==> src/rtl/input_conditioner.sv <==
// Switch/button front end: two-flop synchronisers, per-channel debounce counters and a
// registered single-cycle load strobe on each accepted button press.
module input_conditioner #(
    parameter int DEBOUNCE_MAX = 50000,
    parameter int CNT_WIDTH    = 16
) (
    input  logic clock,
    input  logic reset,
    input  logic sw1,
    input  logic sw2,
    input  logic sw3,
    input  logic sw4,
    input  logic btn,
    output logic out_sw1,
    output logic out_sw2,
    output logic out_sw3,
    output logic out_sw4,
    output logic enabling
);

    localparam int NCH = 5;
    localparam logic [CNT_WIDTH-1:0] CNT_LAST = CNT_WIDTH'(DEBOUNCE_MAX - 1);

    // Channel order: bit 4 = sw1 ... bit 1 = sw4, bit 0 = btn.
    logic [NCH-1:0] raw_s;
    logic [NCH-1:0] s1_r;
    logic [NCH-1:0] s2_r;
    logic [NCH-1:0] clean_s;
    logic           btn_prev_r;
    logic           enabling_r;

    assign raw_s = {sw1, sw2, sw3, sw4, btn};

    // Two-flop synchroniser for all five raw inputs.
    always_ff @(posedge clock) begin
        if (reset) begin
            s1_r <= '0;
            s2_r <= '0;
        end else begin
            s1_r <= raw_s;
            s2_r <= s1_r;
        end
    end

    for (genvar i = 0; i < NCH; i++) begin : g_ch
        logic [CNT_WIDTH-1:0] cnt_r;
        logic                 clean_r;

        // Clean level flips only after DEBOUNCE_MAX consecutive mismatching cycles.
        always_ff @(posedge clock) begin
            if (reset) begin
                cnt_r   <= '0;
                clean_r <= 1'b0;
            end else if (s2_r[i] == clean_r) begin
                cnt_r <= '0;
            end else if (cnt_r == CNT_LAST) begin
                clean_r <= s2_r[i];
                cnt_r   <= '0;
            end else begin
                cnt_r <= cnt_r + CNT_WIDTH'(1);
            end
        end

        assign clean_s[i] = clean_r;
    end

    // Rising-edge detect on the clean button level gives one strobe per press.
    always_ff @(posedge clock) begin
        if (reset) begin
            btn_prev_r <= 1'b0;
            enabling_r <= 1'b0;
        end else begin
            btn_prev_r <= clean_s[0];
            enabling_r <= clean_s[0] & ~btn_prev_r;
        end
    end

    assign out_sw1  = clean_s[4];
    assign out_sw2  = clean_s[3];
    assign out_sw3  = clean_s[2];
    assign out_sw4  = clean_s[1];
    assign enabling = enabling_r;

    input_conditioner_chk u_chk (
        .clock     (clock),
        .reset     (reset),
        .clean_btn (clean_s[0]),
        .enabling  (enabling_r)
    );

endmodule

// Properties of the load strobe: never two cycles long, only while the button is clean-high.
module input_conditioner_chk (
    input logic clock,
    input logic reset,
    input logic clean_btn,
    input logic enabling
);

    a_single_cycle: assert property (@(posedge clock) disable iff (reset)
        enabling |=> !enabling);

    a_btn_high: assert property (@(posedge clock) disable iff (reset)
        enabling |-> clean_btn);

endmodule
==> config.mk <==
export PLATFORM = sky130hd
export DESIGN_NAME = input_conditioner
export DESIGN_NICKNAME = d
export VERILOG_FILES = /design/src/rtl/input_conditioner.sv
export SDC_FILE = /design/constraint.sdc
export NUM_CORES = 1
export LEC_CHECK = 0
export ABC_AREA = 1
export ABC_CLOCK_PERIOD_IN_PS = 1500
export BUFFER_PORTS_ARGS = -buffer_cell sky130_fd_sc_hd__buf_4
export CAP_MARGIN = 15
export CORE_ASPECT_RATIO = 1.2
export CORE_MARGIN = 2
export CORE_UTILIZATION = 50
export DETAILED_ROUTE_END_ITERATION = 16
export GPL_TIMING_DRIVEN = 0
export PLACE_DENSITY = 0.66
export RECOVER_POWER = 25
export SLEW_MARGIN = 0
export SYNTH_ARGS = -nofsm -noshare
export SYNTH_HDL_FRONTEND = slang
export SYNTH_SLANG_ARGS = --single-unit
export TNS_END_PERCENT = 30
==> constraint.sdc <==
create_clock -name clock -period 1.5 [get_ports clock]
set_input_delay 0.075 -clock clock [delete_from_list [all_inputs] [get_ports clock]]
set_output_delay 0.075 -clock clock [all_outputs]
set_load 0.01 [all_outputs]
==> impl_metrics.json, run 1 <==
{
  "dp_cells": 791,
  "start_util": 0.512,
  "cts.clk_slew.worst_paths_ns": 0.09,
  "hpwl_mm": 6.58,
  "drv_slew": 0,
  "hold_depth": 1,
  "vias": 4030,
  "wl_per_cell_um": 10.9,
  "finClkSkew_ns": 0.0103,
  "min_period_ns": 1.42,
  "finalSetupViolCount": 0,
  "peakVddDrop_mv": 0.564,
  "multi_input_area_um2": 2390,
  "hold_start": "btn_prev_r",
  "drive_above_1_share": 0.113,
  "relSlewSlack": 0.722,
  "ff_latch_area_um2": 1950,
  "layoutNonFillerInstCount": 820,
  "clockRootBuffer": "clkbuf_8",
  "sw_frac_of_total": 0.201,
  "hp-class": "flip-flop to flip-flop",
  "place_area_um2": 4860,
  "pwr-share-seq": 0.582,
  "hold_violations": 0,
  "cts_made_buffers": 9,
  "synth.net_count": 672,
  "r2r_setup_slack_ns": 0.08,
  "reg2reg_from": "g_ch[1].cnt_r[0]",
  "gp_congestion": 0.871,
  "p_leak_nw": 1.68,
  "grt_pass1_vias": 3818,
  "p_clk_frac": 0.394,
  "ff2ff_path_depth": 7,
  "ys_warn_count": 0,
  "die_h_um": 109,
  "critical_path_class": "flip-flop to flip-flop",
  "clock-sinks": 97,
  "viasPerCell": 4.91,
  "final_common_cell": "nand2_1",
  "final_area_um2": 5250,
  "num-nets-final": 709,
  "port_buffers": 11,
  "drtPass1Iterations": 7,
  "worstPathMaxFanout": 10,
  "endpoint_kind": "flip-flop",
  "fin_crit_sh": 0.944,
  "fill_cells": 890,
  "path_buf_inv": 1,
  "syn-cell-area_um2": 4630,
  "htreeDepth": 3,
  "fmax_ghz": 0.707,
  "power.density_nw_per_um2": 850,
  "core_um2": 9030,
  "drc": 0,
  "critical_path_required_ns": 1.74,
  "worst_path_largest_cell_delay_ns": 0.36,
  "cts_tree": "done",
  "drt-met1-wl_mm": 4.06,
  "wl_mm": 8.94,
  "critPathTopFamily": "simple AND/OR/NAND/NOR gates",
  "antenna_found_initial": 0,
  "synth_cell_types": 30,
  "drv_cap": 0,
  "crit_path_start_kind": "flip-flop",
  "clk_latency_ns": 0.35,
  "io_pins": 12,
  "arrival_ns": 1.66,
  "row_count": 38,
  "synth_cells": 660,
  "top_layer": "met4",
  "tightest_slew_ns": 0.417,
  "drtAntennaViolNets": 0,
  "diodes": 0,
  "area_delta_synth_final_pct": 13.4,
  "switching_power_uw": 897,
  "die_w_um": 91.8,
  "grt_max_degree": 15,
  "reg2reg_to": "g_ch[1].cnt_r[9]",
  "p_int_mw": 3.56,
  "cts_buffer_depth": 2,
  "cp_slowest_cell": "dfxtp_1",
  "drtIter0Drc": 186,
  "layout_common_cells": "145 x nand2_1, 142 x nor2_1, 93 x dfxtp_1",
  "grt_remaining_overflow": 0,
  "ys_ff_latch": 97,
  "syn_avg_cell_area_um2": 7.01,
  "route.met2.wl_mm": 4.45,
  "holdPathEnd": "enabling",
  "die_area_um2": 10000,
  "synth_seq_area_share": 0.420,
  "combPwrFrac": 0.023,
  "status": "complete, no violations",
  "grt_util_all_layers": 0.192,
  "grt_pass1_wl_mm": 15.7,
  "cp_cell_sequence": "ha_2 > nand3_4 > nor2_4 > nand3_1 > nand2_4 > buf_6 > nor2_1",
  "dr_wl_met3_um": 271
}
## per-layer routing
layer | up-vias | global-route usage
met1 | 1814 | 0.220
met2 | 57 | 0.345
met4 | 0 | 0.0874
li1 | 2145 | -
met5 | - | 0
met3 | 14 | 0.0377
## cell type report
cell class,instances,area share
Sequential cell,97,0.371
Inverter,80,0.0572
Tap cell,120,0.0286
Clock buffer,11,0.0250
Buffer,6,0.0129
Timing Repair Buffer,26,0.0369
Multi-Input combinational cell,477,0.456
Clock inverter,3,0.0129
## flip-flops by register name (all words and copies together), names as in the netlist
| register | flops |
|---|---|
| s2_r | 5 |
| out_sw3 | 1 |
| g_ch.cnt_r | 80 |
| out_sw2 | 1 |
| g_ch.clean_r | 1 |
| out_sw1 | 1 |
| out_sw4 | 1 |
| s1_r | 5 |
| btn_prev_r | 1 |
| enabling | 1 |
## cells in the mapped netlist
master / n / area, um^2
nor3_1: 2 / 10.0
dfxtp_1: 97 / 1940
o31ai_1: 1 / 7.51
a21oi_2: 3 / 26.3
o21ai_0: 6 / 30.0
nor2_1: 145 / 544
nand3_4: 1 / 17.5
nand3b_1: 1 / 7.51
or2_2: 3 / 18.8
nand3_2: 1 / 10.0
ha_1: 5 / 62.6
nand2_1: 145 / 544
xor2_1: 20 / 175
nor2_4: 4 / 45.0
nand2_2: 6 / 37.5
buf_8: 1 / 15.0
inv_1: 77 / 289
nand4_1: 22 / 138
inv_2: 3 / 11.3
clkbuf_1: 1 / 3.75
xnor2_1: 14 / 123
buf_6: 4 / 45.0
nand2_4: 1 / 11.3
o21ai_1: 2 / 10.0
or2_0: 1 / 6.26
nor2_2: 12 / 75.1
or2_1: 1 / 6.26
nand3_1: 44 / 220
a21oi_1: 33 / 165
o21bai_1: 4 / 30.0
## timing repair
item / CTS / global route
gates resized for setup: 4 / 17
hold endpoints to repair: 6 / 0
buffers inserted: 0 / 8
setup endpoints to repair: 20 / 52
hold buffers: 7 / 0
cloned: 0 / 0
pin swaps: 0 / 5
## kinds of logic (layout without fill, tap and decap cells)
kind of cell | count (synthesis) | in the layout | synth area share
AO/OA/AOI/OAI | 49 | 49 | 0.0581
XOR/XNOR | 34 | 34 | 0.0644
adder cells (fa/ha/maj) | 5 | 5 | 0.0135
buffers and inverters | 86 | 126 | 0.0787
flip-flops | 97 | 97 | 0.420
AND/OR/NAND/NOR | 389 | 389 | 0.366
## power groups by stage
stage	Combinational, mW	Clock [mW]	Sequential (mW)
floorplan	0.0538	0	2.66
finish	0.104	1.76	2.60
global placement	0.0815	0	2.66
global route	0.118	1.93	2.60
detailed placement	0.0832	0	2.66
CTS	0.0988	1.83	2.60
## how the worst max path moves through the flow
stage | from | endpoint | slack (ns) | cells past startpoint
2_1_floorplan | g_ch[3].cnt_r[0] | g_ch[3].cnt_r[11] | 0.16 | 7
3_3_place_gp | g_ch[1].cnt_r[0] | g_ch[1].cnt_r[9] | -0.01 | 7
3_5_place_dp | g_ch[1].cnt_r[0] | g_ch[1].cnt_r[9] | -0.04 | 7
4_1_cts | g_ch[0].cnt_r[0] | g_ch[0].cnt_r[10] | 0.004 | 7
5_1_grt | g_ch[1].cnt_r[0] | g_ch[1].cnt_r[7] | -0.01 | 7
6_report | g_ch[1].cnt_r[0] | g_ch[1].cnt_r[9] | 0.08 | 7
## metrics by stage
stage          setup TNS (ns)  utilization  power [mW]  hold WS, ns  setup WS (ns)
2_1_floorplan               0            -        2.71        0.146          0.163
3_3_place_gp          -0.0544        0.538        2.74        0.279       -0.00986
3_5_place_dp           -0.461        0.538        2.74        0.284        -0.0419
4_1_cts                     0        0.570        4.53        0.401        0.00413
5_1_grt               -0.0347        0.581        4.65        0.424        -0.0123
6_report                    0        0.581        4.46        0.392         0.0846
(Power assumes the default switching activity.)
==> run 2, diff against run 1 <==
--- a/config.mk
+++ b/config.mk
@@ -6,7 +6,7 @@
 export NUM_CORES = 1
 export LEC_CHECK = 0
 export ABC_AREA = 1
-export ABC_CLOCK_PERIOD_IN_PS = 1500
+export ABC_CLOCK_PERIOD_IN_PS = 1220
 export BUFFER_PORTS_ARGS = -buffer_cell sky130_fd_sc_hd__buf_4
 export CAP_MARGIN = 15
 export CORE_ASPECT_RATIO = 1.2
@@ -14,7 +14,7 @@
 export CORE_UTILIZATION = 50
 export DETAILED_ROUTE_END_ITERATION = 16
 export GPL_TIMING_DRIVEN = 0
-export PLACE_DENSITY = 0.66
+export PLACE_DENSITY = 0.69
 export RECOVER_POWER = 25
 export SLEW_MARGIN = 0
 export SYNTH_ARGS = -nofsm -noshare
==> constraint.sdc (replaced) <==
create_clock -name clock -period 1.22 [get_ports clock]
set_input_delay 0.061 -clock clock [delete_from_list [all_inputs] [get_ports clock]]
set_output_delay 0.061 -clock clock [all_outputs]
set_load 0.01 [all_outputs]
==> impl_metrics.json, run 2 (synthesized netlist as in run 1, its figures left out) <==
{
  "status": "complete, but fails checks",
  "violations": "negative setup slack",
  "place_area_um2": 4920,
  "layoutNonFillerInstCount": 848,
  "diodes": 0,
  "clock-sinks": 97,
  "finClkSkew_ns": 0.0118,
  "hpwl_mm": 6.41,
  "row_count": 38,
  "viasPerCell": 4.94,
  "fmax_ghz": 0.754,
  "ff2ff_path_depth": 7,
  "drv_cap": 0,
  "drive_above_1_share": 0.266,
  "relSlewSlack": 0.747,
  "hold_start": "reset",
  "holdPathEnd": "g_ch[0].clean_r",
  "finalSetupViolCount": 50,
  "crit_cells": 7,
  "top_usage_layer": "met2",
  "rsz0062_at_grt": "true",
  "wl_mm": 9.78,
  "gp_congestion": 0.865,
  "grt_remaining_overflow": 0,
  "top_regs": "g_ch.cnt_r (80), s1_r (5), s2_r (5)",
  "die_h_um": 109,
  "setup_tns_ns": -2.77,
  "min_period_ns": 1.33,
  "power.density_nw_per_um2": 905,
  "clk_latency_ns": 0.38,
  "tightest_slew_ns": 0.379,
  "grt_util_met1": 0.227,
  "dp_cells": 791,
  "cp_cell_sequence": "ha_4 > nand3_4 > nor2_4 > nand3_4 > nand2_4 > clkbuf_16 > a21oi_2",
  "port_buffers": 11,
  "cp_slowest_cell": "dfxtp_2",
  "start_util": 0.512,
  "htreeDepth": 3,
  "critical_path_required_ns": 1.50,
  "layout_common_cells": "138 x nand2_1, 118 x nor2_1, 74 x inv_1",
  "fin_crit_sh": 1.09,
  "die_area_um2": 10000,
  "grt_max_degree": 17,
  "regMostFlops": "g_ch.cnt_r",
  "cts_made_buffers": 9,
  "antenna_found_initial": 0,
  "peakVddDrop_mv": 0.740,
  "vias": 4191,
  "reg2reg_to": "g_ch[3].cnt_r[15]",
  "drc": 0,
  "drtPass1Iterations": 4,
  "fin_ws_ns": -0.107,
  "cts_tree": "done",
  "reg2reg_from": "g_ch[3].cnt_r[1]",
  "hold_depth": 4,
  "hp-class": "input pin to flip-flop",
  "io_pins": 12,
  "die_w_um": 91.8,
  "clockRootBuffer": "clkbuf_8",
  "drtIter0Drc": 139,
  "power_mw": 5.29,
  "crit_path_start_kind": "flip-flop",
  "grt_util_all_layers": 0.192,
  "worstPathMaxFanout": 5,
  "drv_slew": 0,
  "cts_buffer_depth": 2,
  "arrival_ns": 1.61,
  "cts.clk_slew.worst_paths_ns": 0.10,
  "hold_violations": 0,
  "grt_pass1_vias": 3755,
  "final_common_cell": "nand2_1",
  "worst_path_largest_cell_delay_ns": 0.37,
  "grt_pass1_wl_mm": 15.6,
  "endpoint_kind": "flip-flop",
  "critical_path_class": "flip-flop to flip-flop",
  "num-nets-final": 735,
  "cpMostUsedCell": "nand3_4",
  "core_um2": 9030,
  "area_delta_synth_final_pct": 26.3,
  "r2r_setup_slack_ns": -0.11,
  "largest_reg_flops": 80,
  "critPathTopFamily": "simple AND/OR/NAND/NOR gates",
  "holdWs_ns": 0.150,
  "path_buf_inv": 1,
  "drtAntennaViolNets": 0,
  "wl_per_cell_um": 11.5,
  "p_leak_nw": 1.91,
  "grt_util_met3": 0.0254,
  "met2_usage": 0.334,
  "final_area_um2": 5840
}
[run 2: area by class of cell]
class	instances	area [um^2]
plain buffers	6	76.3
fillers	796	3190
flip-flops and latches	97	2020
well taps	120	150
repair buffers	52	475
clock inverters	6	42.5
clock buffers	10	138
inverters	80	300
multi-input cells	477	2640
[run 2: repair_timing]
action                                  in CTS  in global routing
hold endpoints to repair                     7                  0
gates cloned                                 2                  2
pin swaps                                   12                 22
buffers inserted                            17                 13
resized for setup                           49                 74
hold buffers                                 7                  0
endpoints found under the setup margin      82                 83
[run 2: worst register-to-register path, stage by stage (launching register included)]
cell and delay (ns):
dfxtp_2 0.37, ha_4 0.15, nand3_4 0.11, nor2_4 0.17, nand3_4 0.10, nand2_4 0.14, clkbuf_16 0.17, a21oi_2 0.03
[run 2: routing by layer]
metal  part of all wire  wire length (um)
met1               0.45              4380
met2               0.51              4980
met3              0.020               191
met4              0.024               239
met5                  0                 0
[run 2: metrics by stage]
step | util | worst slack (ns)
4_1_cts | 0.607 | -0.0799
3_5_place_dp | 0.545 | -0.226
2_1_floorplan | - | -0.0384
5_1_grt | 0.647 | -0.171
3_3_place_gp | 0.545 | -0.204
6_report | 0.647 | -0.107
[run 2: how the worst max path moves through the flow]
stage,startpoint,to
detailed placement,g_ch[1].cnt_r[0],g_ch[1].cnt_r[7]
floorplan,g_ch[3].cnt_r[0],g_ch[3].cnt_r[15]
CTS,g_ch[2].cnt_r[1],g_ch[2].cnt_r[10]
finish,g_ch[3].cnt_r[1],g_ch[3].cnt_r[15]
global placement,g_ch[4].cnt_r[0],g_ch[4].cnt_r[8]
global route,g_ch[2].cnt_r[1],g_ch[2].cnt_r[7]
[run 2: where the power goes]
part	internal, mW	switching, mW
logic	0.0839	0.0756
registers	3.16	0.0114
clock network	0.800	1.16
total	4.04	1.24
==> run 3, diff against run 2 <==
--- a/config.mk
+++ b/config.mk
@@ -7,14 +7,14 @@
 export LEC_CHECK = 0
 export ABC_AREA = 1
 export ABC_CLOCK_PERIOD_IN_PS = 1220
-export BUFFER_PORTS_ARGS = -buffer_cell sky130_fd_sc_hd__buf_4
 export CAP_MARGIN = 15
 export CORE_ASPECT_RATIO = 1.2
 export CORE_MARGIN = 2
 export CORE_UTILIZATION = 50
 export DETAILED_ROUTE_END_ITERATION = 16
+export DONT_BUFFER_PORTS = 1
 export GPL_TIMING_DRIVEN = 0
-export PLACE_DENSITY = 0.69
+export PLACE_DENSITY = 0.68
 export RECOVER_POWER = 25
 export SLEW_MARGIN = 0
 export SYNTH_ARGS = -nofsm -noshare
==> constraint.sdc (replaced) <==
create_clock -name clock -period 1.22 [get_ports clock]
set_input_delay 0.244 -clock clock [delete_from_list [all_inputs] [get_ports clock]]
set_output_delay 0.244 -clock clock [all_outputs]
set_load 0.01 [all_outputs]
==> impl_metrics.json, run 3 (synthesized netlist as in run 1, its figures left out) <==
{
  "worstPathMaxFanout": 5,
  "status": "complete, but fails checks",
  "hp-class": "input pin to flip-flop",
  "min_period_ns": 1.32,
  "relSlewSlack": 0.736,
  "drv_slew": 0,
  "critical_path_class": "flip-flop to flip-flop",
  "utilization": 0.621,
  "antenna_found_initial": 0,
  "drive_above_1_share": 0.234,
  "die_area_um2": 10000,
  "start_util": 0.512,
  "finalSetupViolCount": 47,
  "grt_remaining_overflow": 0,
  "core_um2": 9030,
  "holdWs_ns": 0.0769,
  "grt_max_degree": 18,
  "critical_path_required_ns": 1.49,
  "fmax_ghz": 0.760,
  "grt_pass1_vias": 3833,
  "port_buffers": 0,
  "num-nets-final": 715,
  "die_h_um": 109,
  "violations": "negative setup slack",
  "clockRootBuffer": "clkbuf_8",
  "regMostFlops": "g_ch.cnt_r",
  "p_leak_nw": 1.79,
  "crit_path_start_kind": "flip-flop",
  "wl_mm": 9.58,
  "layoutNonFillerInstCount": 828,
  "io_pins": 12,
  "hpwl_mm": 6.54,
  "fin_crit_sh": 1.08,
  "grt_pass1_wl_mm": 16.2,
  "cts_made_buffers": 9,
  "hold_start": "reset",
  "wl_per_cell_um": 11.6,
  "row_count": 38,
  "power.density_nw_per_um2": 949,
  "layout_common_cells": "138 x nand2_1, 126 x nor2_1, 75 x inv_1",
  "gp_congestion": 0.889,
  "arrival_ns": 1.59,
  "htreeDepth": 3,
  "viasPerCell": 4.91,
  "grt_util_all_layers": 0.196,
  "place_area_um2": 4840,
  "power_mw": 5.33,
  "vias": 4067,
  "dp_cells": 780,
  "tightest_slew_ns": 0.396,
  "clock-sinks": 97,
  "diodes": 0,
  "die_w_um": 91.8,
  "cts_tree": "done",
  "endpoint_kind": "flip-flop",
  "final_common_cell": "nand2_1",
  "drtAntennaViolNets": 0,
  "top_regs": "g_ch.cnt_r (80), s1_r (5), s2_r (5)",
  "peakVddDrop_mv": 0.646,
  "drv_cap": 0,
  "area_delta_synth_final_pct": 21.3,
  "drc": 0,
  "setup.worst_path.start": "g_ch[3].cnt_r[1]",
  "drtIter0Drc": 151,
  "reg2reg_from": "g_ch[3].cnt_r[1]",
  "clk_latency_ns": 0.37,
  "finClkSkew_ns": 0.00580,
  "cts.clk_slew.worst_paths_ns": 0.09,
  "largest_reg_flops": 80,
  "post-place-ws_ns": -0.246,
  "fin_ws_ns": -0.0965,
  "rsz0062_at_grt": "true",
  "hold_violations": 0,
  "drtPass1Iterations": 4,
  "cts_buffer_depth": 2,
  "setup_tns_ns": -2.20,
  "final_area_um2": 5610
}
run 3: worst max-delay path: stages, from the launching register on:
cell,delay (ns)
dfxtp_2,0.36
ha_4,0.15
nand3_4,0.12
nor2_4,0.17
nand3_4,0.10
nand2_4,0.12
clkbuf_16,0.16
nor2_2,0.03
run 3: final timing paths:
path,endpoint,slack (ns),depth (start not counted)
max reg2reg,g_ch[3].cnt_r[2],-0.1,7
max,g_ch[3].cnt_r[2],-0.1,7
min,out_sw1,0.08,3
min reg2reg,enabling,0.41,1
run 3: cell type report:
class,instances,area (um^2)
tap,120,150
buffer,6,72.6
timing repair buffer,32,292
clock inverter,6,50.0
inverter,80,300
clock buffer,10,138
multi-input combinational,477,2610
sequential,97,2000
fill,829,3420
run 3: repair_timing:
item | 4_1_cts | 5_1_grt
endpoints found under the setup margin | 82 | 83
gates resized for setup | 47 | 60
endpoints found under the hold margin | 6 | 0
hold buffers | 6 | 0
pin swaps | 11 | 12
setup buffers | 16 | 6
cloned | 3 | 1
run 3: power breakdown:
group	internal, mW	switching [mW]	total (mW)
registers	3.18	0.0109	3.19
clock network	0.822	1.18	2.00
logic	0.0683	0.0698	0.138
total	4.07	1.26	5.33
run 3: metal layers:
layer,track usage,up-vias,wire (um)
li1,-,2150,-
met2,0.359,52,4880
met5,0,-,0
met3,0.0233,19,168
met1,0.225,1846,4250
met4,0.106,0,277
